## config.mk

```make
export PLATFORM = sky130hd
export DESIGN_NAME = timer_input_conditioner
export DESIGN_NICKNAME = d
export VERILOG_FILES = /design/src/rtl/timer_pkg.sv /design/src/rtl/btn_debounce.sv /design/src/rtl/timer_input_conditioner.sv
export SDC_FILE = /design/constraint.sdc
export NUM_CORES = 1
export LEC_CHECK = 0
export ABC_CLOCK_PERIOD_IN_PS = 4000
export BUFFER_PORTS_ARGS = -buffer_cell sky130_fd_sc_hd__buf_2
export CAP_MARGIN = 5
export CORE_UTILIZATION = 50
export CTS_BUF_LIST = sky130_fd_sc_hd__clkbuf_16
export DETAILED_ROUTE_END_ITERATION = 16
export HOLD_SLACK_MARGIN = 0.03
export PLACE_DENSITY = 0.65
export SYNTH_ARGS = -nofsm -noshare
export SYNTH_HDL_FRONTEND = slang
export SYNTH_SLANG_ARGS = --single-unit
```

## constraint.sdc

```tcl
create_clock -name clk -period 4 [get_ports clk]
set_clock_uncertainty 0.2 [all_clocks]
set_input_delay 0.8 -clock clk [delete_from_list [all_inputs] [get_ports clk]]
set_output_delay 0.8 -clock clk [all_outputs]
set_load 0.005 [all_outputs]
```

## src/rtl/timer_pkg.sv

```systemverilog
// Shared defaults and debounce state encoding for the timer input conditioner.
package timer_pkg;

   localparam int unsigned CLK_HZ          = 50_000_000;
   localparam int unsigned TICK_DIV        = CLK_HZ;
   localparam int unsigned DEBOUNCE_CYCLES = 500_000;
   localparam int unsigned REPEAT_DELAY    = 25_000_000;
   localparam int unsigned REPEAT_RATE     = 5_000_000;

   typedef enum logic {
      IDLE     = 1'b0,
      COUNTING = 1'b1
   } db_state_t;

   // Width of a counter that runs 0..n-1; never narrower than one bit.
   function automatic int unsigned cnt_width(input int unsigned n);
      return (n < 2) ? 1 : $clog2(n);
   endfunction

endpackage

```

## src/rtl/btn_debounce.sv

```systemverilog
// One raw asynchronous input: two-flop synchronizer, debounce filter,
// and one-cycle strobes that coincide with the first cycle of the new level.
module btn_debounce
   import timer_pkg::*;
#(
   parameter int unsigned CYCLES = DEBOUNCE_CYCLES
) (
   input  logic clk,
   input  logic reset,
   input  logic i_raw,
   output logic o_level,
   output logic o_rise,
   output logic o_fall
);

   localparam int unsigned   CW       = cnt_width(CYCLES);
   localparam logic [CW-1:0] CNT_LAST = CW'(CYCLES - 1);

   logic          r_sync1;
   logic          r_sync2;
   db_state_t     r_state;
   db_state_t     w_state_nx;
   logic [CW-1:0] r_cnt;
   logic [CW-1:0] w_cnt_nx;
   logic          r_level;
   logic          w_level_nx;
   logic          r_rise;
   logic          r_fall;
   logic          w_diff;

   assign w_diff = r_sync2 ^ r_level;

   // NOTE: sequential state uses <= so every flop samples pre-edge values;
   // blocking here would let r_sync2 see this cycle's r_sync1 and collapse the synchronizer.
   always_ff @(posedge clk or posedge reset) begin
      if (reset) begin
         r_sync1 <= 1'b0;
         r_sync2 <= 1'b0;
         r_state <= IDLE;
         r_cnt   <= '0;
         r_level <= 1'b0;
         r_rise  <= 1'b0;
         r_fall  <= 1'b0;
      end else begin
         r_sync1 <= i_raw;
         r_sync2 <= r_sync1;
         r_state <= w_state_nx;
         r_cnt   <= w_cnt_nx;
         r_level <= w_level_nx;
         r_rise  <= w_level_nx & ~r_level;
         r_fall  <= ~w_level_nx & r_level;
      end
   end

   // r_cnt holds the number of consecutive disagreeing samples already seen.
   // NOTE: every output of this block is given a default first, so no path can infer a latch.
   always_comb begin
      w_state_nx = r_state;
      w_cnt_nx   = r_cnt;
      w_level_nx = r_level;
      case (r_state)
         IDLE: begin
            if (w_diff) begin
               if (r_cnt == CNT_LAST) begin
                  w_level_nx = r_sync2;
               end else begin
                  w_state_nx = COUNTING;
                  w_cnt_nx   = r_cnt + CW'(1);
               end
            end
         end
         COUNTING: begin
            if (!w_diff) begin
               w_state_nx = IDLE;
               w_cnt_nx   = '0;
            end else if (r_cnt == CNT_LAST) begin
               w_level_nx = r_sync2;
               w_state_nx = IDLE;
               w_cnt_nx   = '0;
            end else begin
               w_cnt_nx   = r_cnt + CW'(1);
            end
         end
         default: begin
            w_state_nx = IDLE;
            w_cnt_nx   = '0;
         end
      endcase
   end

   assign o_level = r_level;
   assign o_rise  = r_rise;
   assign o_fall  = r_fall;

endmodule

```

## src/rtl/timer_input_conditioner.sv

```systemverilog
// Conditions the timer's raw buttons/switch into strobes and generates the countdown tick.
// Auto-repeat of inc_pulse is built only when TIMER_AUTO_REPEAT_EN is defined.
module timer_input_conditioner
   import timer_pkg::cnt_width;
#(
   parameter int unsigned TICK_DIV        = timer_pkg::TICK_DIV,
   parameter int unsigned DEBOUNCE_CYCLES = timer_pkg::DEBOUNCE_CYCLES,
   parameter int unsigned REPEAT_DELAY    = timer_pkg::REPEAT_DELAY,
   parameter int unsigned REPEAT_RATE     = timer_pkg::REPEAT_RATE
) (
   input  logic clk,
   input  logic reset,
   input  logic btn_inc,
   input  logic sw_forward,
   input  logic btn_clr,
   output logic tick,
   output logic inc_pulse,
   output logic forward,
   output logic load_pulse,
   output logic clr_pulse
);

   localparam int unsigned   PW         = cnt_width(TICK_DIV);
   localparam logic [PW-1:0] PRESC_LAST = PW'(TICK_DIV - 1);

   if (TICK_DIV < 2 || DEBOUNCE_CYCLES < 1 || REPEAT_DELAY < 1 || REPEAT_RATE < 1) begin : g_param_check
      $error("timer_input_conditioner: TICK_DIV must be >= 2 and other periods >= 1");
   end

   logic w_inc_level, w_inc_rise, w_inc_fall;
   logic w_fwd_level, w_fwd_rise, w_fwd_fall;
   logic w_clr_level, w_clr_rise, w_clr_fall;
   logic w_unused;
   logic w_wrap;
   logic w_rep_fire;

   logic [PW-1:0] r_presc;
   logic          r_tick;
   logic          r_inc;
   logic          r_load;
   logic          r_clr;

   btn_debounce #(.CYCLES(DEBOUNCE_CYCLES)) u_db_inc (
      .clk(clk), .reset(reset), .i_raw(btn_inc),
      .o_level(w_inc_level), .o_rise(w_inc_rise), .o_fall(w_inc_fall)
   );

   btn_debounce #(.CYCLES(DEBOUNCE_CYCLES)) u_db_fwd (
      .clk(clk), .reset(reset), .i_raw(sw_forward),
      .o_level(w_fwd_level), .o_rise(w_fwd_rise), .o_fall(w_fwd_fall)
   );

   btn_debounce #(.CYCLES(DEBOUNCE_CYCLES)) u_db_clr (
      .clk(clk), .reset(reset), .i_raw(btn_clr),
      .o_level(w_clr_level), .o_rise(w_clr_rise), .o_fall(w_clr_fall)
   );

   assign w_unused = ^{w_inc_level, w_inc_fall, w_fwd_rise, w_clr_level, w_clr_fall};

   // Fall strobe clears the prescaler so it reads 0 during load_pulse: first tick TICK_DIV later.
   assign w_wrap = (r_presc == PRESC_LAST);

   always_ff @(posedge clk or posedge reset) begin
      if (reset) begin
         r_presc <= '0;
         r_tick  <= 1'b0;
         r_inc   <= 1'b0;
         r_load  <= 1'b0;
         r_clr   <= 1'b0;
      end else begin
         r_presc <= (w_fwd_level || w_fwd_fall || w_wrap) ? '0 : r_presc + PW'(1);
         r_tick  <= w_wrap & ~w_fwd_level & ~w_clr_rise;
         r_inc   <= (w_inc_rise & w_fwd_level) | w_rep_fire;
         r_load  <= w_fwd_fall;
         r_clr   <= w_clr_rise;
      end
   end

`ifdef TIMER_AUTO_REPEAT_EN
   localparam int unsigned REP_MAX = (REPEAT_DELAY > REPEAT_RATE) ? REPEAT_DELAY : REPEAT_RATE;
   localparam int unsigned RW      = cnt_width(REP_MAX);

   logic [RW-1:0] r_rep_cnt;
   logic          r_rep_run;
   logic          r_rep_fast;
   logic [RW-1:0] w_rep_last;
   logic          w_hold;

   assign w_hold     = w_inc_level & w_fwd_level;
   assign w_rep_last = r_rep_fast ? RW'(REPEAT_RATE - 1) : RW'(REPEAT_DELAY - 1);
   assign w_rep_fire = r_rep_run & w_hold & (r_rep_cnt == w_rep_last);

   // Counter is zero in the cycle of the first pulse; the delay phase is followed by fixed-rate phases.
   always_ff @(posedge clk or posedge reset) begin
      if (reset) begin
         r_rep_cnt  <= '0;
         r_rep_run  <= 1'b0;
         r_rep_fast <= 1'b0;
      end else if (w_inc_rise && w_fwd_level) begin
         r_rep_cnt  <= '0;
         r_rep_run  <= 1'b1;
         r_rep_fast <= 1'b0;
      end else if (!w_hold) begin
         r_rep_cnt  <= '0;
         r_rep_run  <= 1'b0;
         r_rep_fast <= 1'b0;
      end else if (w_rep_fire) begin
         r_rep_cnt  <= '0;
         r_rep_fast <= 1'b1;
      end else if (r_rep_run) begin
         r_rep_cnt  <= r_rep_cnt + RW'(1);
      end
   end
`else
   assign w_rep_fire = 1'b0;
`endif

   assign tick       = r_tick;
   assign inc_pulse  = r_inc;
   assign forward    = w_fwd_level;
   assign load_pulse = r_load;
   assign clr_pulse  = r_clr;

endmodule

```

; Yosys cells after proc, flatten, opt, wreduce, memory -nomap -nowiden
; Cells that the tools add are included.
[op_classes]
addsub = 4
eq_ne = 10
mux = 28
bitwise = 17
reduce_logical = 5
[op_table]
columns = cell, count
row1 = $mux 19, 12
row2 = $pmux 19 s2, 3
row3 = $add 19x1->19 const B, 3
row4 = $eq 19x19->1 const B, 3
row5 = $add 26x1->26 const B, 1
row6 = $eq 26x26->1 const B, 1
row7 = $mux 26, 1
row8 = $mux 1, 12
row9 = $not 1->1, 8
row10 = $and 1x1->1, 6
row11 = $ne 2x1->1 const B, 3
row12 = $ne 2x2->1 const B, 3
row13 = $reduce_and 2->1, 3
row14 = $xor 1x1->1, 3
row15 = $logic_or 1x1->1, 2
[totals]
regBits = 102
input_bits = 5
out_inout_bits = 5
elab_cells = 87

; Longest topological paths before layout
[depth]
word_depth = 5
depth_mapped = 9
ltp_nobuf = 7

; Cells and area by module
; Synthesis repeated with hierarchy kept, for this count alone.
[unflattened]
cells_unflattened = 538
area_unflattened_um2 = 5467.7
[modules_own_cells]
columns = module, n_inst, cells_each, area_per_inst_um2, seq_area_each_um2
row1 = btn_debounce, 3, 130, 1307.5, 625.6
row2 = timer_input_conditioner, 1, 148, 1545.2, 750.7

; Worst setup path after synthesis
; No wires, ideal clock.
[synth_path]
kind = register -> register
startpoint = reg u_db_clr.r_cnt[6]
endpoint = reg u_db_clr.r_cnt[16]
setup_ns = 0.124
arrival_ns = 1.968
required_ns = 3.676
slack_ns = 1.708
path_stages_with_launch = 8
n_path_buf = 1
synth_period_minus_slack_ns = 2.292
path_cell_list = dfrtp_1 or4b_1 nor4_2 a21o_1 inv_2 buf_6 and3_1 a211o_1
[synth_via]
elab_chain_len = 4
word_cells_on_any_way = 9
classes_between = 1 x add/sub / 2 x eq/ne / 5 x mux / 1 x reduce/logical
[synth_rtl]
columns = item, line
row1 = from (decl), btn_debounce.sv:23  ; logic [CW-1:0] r_cnt;
row2 = from (signal assigned), btn_debounce.sv:48  ; r_cnt <= w_cnt_nx;
row3 = $add 19x1->19 or $eq 19x19->1 (tied branches), -
row4 = $mux 19 (on tied branches), "btn_debounce.sv:76, btn_debounce.sv:64"
row5 = $mux 19 (on tied branches), "btn_debounce.sv:73, btn_debounce.sv:63"
row6 = $pmux 19 s2, btn_debounce.sv:61  ; case (r_state)
; Several ways; a longest one is shown, not always the timed one. The select of a mux whose other input is x is not followed.
; A chain may end at the register's enable or synchronous reset.

; Final worst setup path
[layout_path]
startpoint = reg u_db_clr.r_cnt[6]
endpoint = reg u_db_clr.r_cnt[2]
[layout_via]
elab_chain_len = 4
word_cells_on_any_way = 6
classes_between = 2 x eq/ne / 3 x mux / 1 x reduce/logical
[layout_rtl]
columns = item, line
row1 = $eq 19x19->1 (*), "btn_debounce.sv:64, btn_debounce.sv:76"
row2 = $mux 19, btn_debounce.sv:76  ; end else if (r_cnt == CNT_LAST) begin
row3 = $mux 19, btn_debounce.sv:73  ; if (!w_diff) begin
row4 = $pmux 19 s2, btn_debounce.sv:61
; Every way passes the cells marked *; elsewhere a longest branch is shown, timed or not.

==> key figures <==
Clock network
  • Post-CTS Hold Buffers: 0
  • Reg clk slew, reported paths: 80 ps
  • # Post-CTS Setup Buffers: 0
  • H-tree lvl count: 3
  • Num CTS Buffers: 9
  • Clock Path Buffers: 2
  • Later-pin clock latency in the skew report: 360 ps
  • # resized after CTS: 0
  • Clock sinks: 102
  • CTS tree: done
  • Root Buffer: clkbuf_16

STA
  • Worst-Margin Slew: 1149 ps
  • Fin crit share: 76.14%
  • Post-route minimum period: 3046 ps
  • RSZ-0062 raised after global routing: false
  • Setup TNS: 0 ps
  • Final setup vio count: 0
  • Number of slew-limit violations in the final report: 0
  • Fin. Hold Viols: 0
  • Rel. slew slack: 22.67%
  • Fmax: 328.3 MHz

Synthesis
  • Flip-flop and latch count after synthesis: 102
  • Netlist cell types: between 50 and 60
  • Synthesized net count: around 530
  • Syn Inst Count: 522
  • Synth warnings: 0
  • Ys async rst share: 100.0%
  • Top post-synthesis cells by area: dfrtp_1 (50%), nand3_1 (4.0%), nor2_1 (3.9%), xor2_1 (3.2%), nand2_1 (2.8%)
  • Post-Syn Area: 0.005154 mm2
  • Cell taking the most area after synthesis: dfrtp_1
  • Post-synth EDFFs: 0
  • Main flop type after synthesis: dfrtp_1
  • Register area share after synthesis: about half
  • Average size of a mapped cell: 9.873 um2
  • Post-synth top area share: 49.53%

Critical path
  • Delay-heaviest family, CP: simple AND/OR/NAND/NOR gates
  • Critical-path top delay cell: a21o_1
  • CP peak stage delay: 600 ps
  • Critical Path RT: between 4000 and 5000 ps
  • CP Class: reg -> reg
  • Crit path buf inv count: 1
  • Worst EP arrival: 3140 ps
  • Critical Path Source Type: flip-flop
  • Crit-path cells: or4b_1 -> nor4_2 -> a21o_1 -> inv_2 -> nor2_1 -> a221o_1
  • Worst setup EP type: flip-flop
  • Worst-path maximum fanout: 21

Global routing
  • First-pass GRT wire length: 18.31 mm
  • Initial antenna violation count: 0
  • Grt ovf: 0
  • Largest net degree at the start of global routing: 68
  • Overall Global Routing Usage: 20.98%
  • Number of global-route vias before repair: 3,885

Drt
  • First-pass DRT Iterations: 4
  • Final WL: 10.34 mm
  • DRT antenna net count: 0
  • Total number of vias: approximately 4,000
  • Routed vias/inst: 5.968
  • Iteration-0 DRC Markers: 151
  • DRC: 0
  • Wire length per cell: 15.60 um

Finish
  • N_diodes: 0
  • Area of the multi-input gates: 0.002455 mm2
  • Area grow syn2layout: 8.254%
  • NumNets Final: 534
  • Finished Core Util: ~57%
  • Commonest non-fill, non-tap cell in the layout: dfrtp_1
  • Most frequent cells in the layout: dfrtp_1 (102), nor2_1 (53), nand3_1 (41)
  • Share of layout cells above drive strength 1: approximately 9.8%
  • Final-layout fill cell count: between 800 and 900
  • FF/Latch Area: 0.002552 mm2

Die
  • Number of I/O pins: 10
  • Die span in x: 103.5 um
  • FP Rows: 36
  • Die ar.: approximately 0.011 mm2
  • Initial Util: 52.25%
  • Die height: 103.5 um
  • Core box area: 0.009864 mm2

Worst hold path
  • Hold Crit Class: reg -> reg

Place
  • Gpl congestion: slightly above 0.8
  • # port buffers: 9
  • Dpl hpwl: 6.794 mm

Outcome
  • Status: finished, final reports clean

Flow run
  • Max Cap Viol: 0

Pwr
  • Pwr Density: 372.5 mW/mm2
  • VDD IR max: between 0.2 and 0.3 mV
  • Cell leakage power: around 2.6 nW
cells by family after synthesis:
logic type                 share of synthesized area [%]
AOI/OAI and AO/OA                                  10.78
xor gates and xnor gates                           5.608
adders and majority gates                         0.9711
buffers and inverters                              2.840
DFF                                                49.53
muxes                                              3.156
and+or+nand+nor                                    27.12
layer usage:
layer | GRT usage (%) | vias to the layer above | share of wire, %
met5 | 0 | - | 0
met4 | 8.282 | 0 | 1.8
met3 | 4.405 | 15 | 3.6
met2 | 32.93 | 65 | 47
met1 | 28.51 | 1954 | 48
li1 | - | 1923 | -
flip-flops by register name, summed over array words and instances (netlist names):
| name | count |
|---|---|
| u_db_fwd.r_state | 1 |
| u_db_clr.r_sync2 | 1 |
| u_db_fwd.r_cnt | 19 |
| u_db_clr.r_sync1 | 1 |
| u_db_inc.o_rise | 1 |
| u_db_inc.r_cnt | 19 |
| u_db_inc.r_state | 1 |
| u_db_inc.r_sync2 | 1 |
| u_db_clr.r_cnt | 19 |
| u_db_fwd.o_fall | 1 |
| u_db_inc.o_level | 1 |
| u_db_clr.r_state | 1 |
| u_db_fwd.r_sync2 | 1 |
| u_db_fwd.o_level | 1 |
| inc_pulse | 1 |
| u_db_fwd.r_sync1 | 1 |
| load_pulse | 1 |
| clr_pulse | 1 |
| u_db_clr.o_rise | 1 |
| tick | 1 |
| r_presc | 26 |
| u_db_clr.o_level | 1 |
| u_db_inc.r_sync1 | 1 |
per-stage QoR:
stage / hold slack (ps) / cell area (um2) / power, mW / instances / worst slack [ps]
2_1_floorplan: 131.2 / 5154 / 1.200 / 522 / 324.5
3_3_place_gp: 134.5 / 5290 / 1.227 / 647 / 1090
3_5_place_dp: 136.4 / 5290 / 1.232 / 647 / 1056
4_1_cts: 151.8 / 5579 / 2.100 / 663 / 1027
5_1_grt: 162.8 / 5579 / 2.158 / 663 / 771.1
6_report: 151.0 / 5579 / 2.078 / 663 / 954.2
cells in the mapped netlist (8+ instances only):
cell      number
nor3b_1        8
o21ai_0       17
nand3_1       41
a21oi_1       14
mux2_2        10
dfrtp_1      102
nand2_1       39
xor2_1        19
clkbuf_1       9
and3_1        18
nand4_1       22
a211o_1       14
xnor2_1       14
nor2_1        53
and4_1         8
a31oi_1       14
nor3_1        25
inv_1          8
path summary, 6_finish.rpt:
kind                                                from                             to  slack, ps  cells past startpoint
max                        u_db_clr.r_cnt[6]$_DFFE_PP0P_  u_db_clr.r_cnt[2]$_DFFE_PP0P_        950                      6
min                           u_db_inc.r_sync1$_DFF_PP0_     u_db_inc.r_sync2$_DFF_PP0_        150                      0
max reg2reg                u_db_clr.r_cnt[6]$_DFFE_PP0P_  u_db_clr.r_cnt[2]$_DFFE_PP0P_        950                      6
min reg2reg                   u_db_inc.r_sync1$_DFF_PP0_     u_db_inc.r_sync2$_DFF_PP0_        150                      0
max in group asynchronous                          reset           r_presc[1]$_DFF_PP0_       2470                      3
min in group asynchronous                          reset     u_db_fwd.r_sync1$_DFF_PP0_        420                      2
layout make-up:
| type | instances | area share [%] |
|---|---|---|
| Sequential cell | 102 | 45.75 |
| Multi-Input combinational cell | 390 | 44.00 |
| Clock buffer | 9 | 4.037 |
| Tap cell | 133 | 2.983 |
| Timing Repair Buffer | 11 | 1.301 |
| Clock inverter | 7 | 1.144 |
| Inverter | 11 | 0.7849 |
where the power goes:
part / switching, mW / leakage, nW / internal [mW] / total [mW]
Clock: 0.429 / 0.143 / 0.438 / 0.867
Sequential: 0.0405 / 1.38 / 1.06 / 1.10
Combinational: 0.0703 / 1.03 / 0.0395 / 0.110
Power figures use the tool's default switching activity.
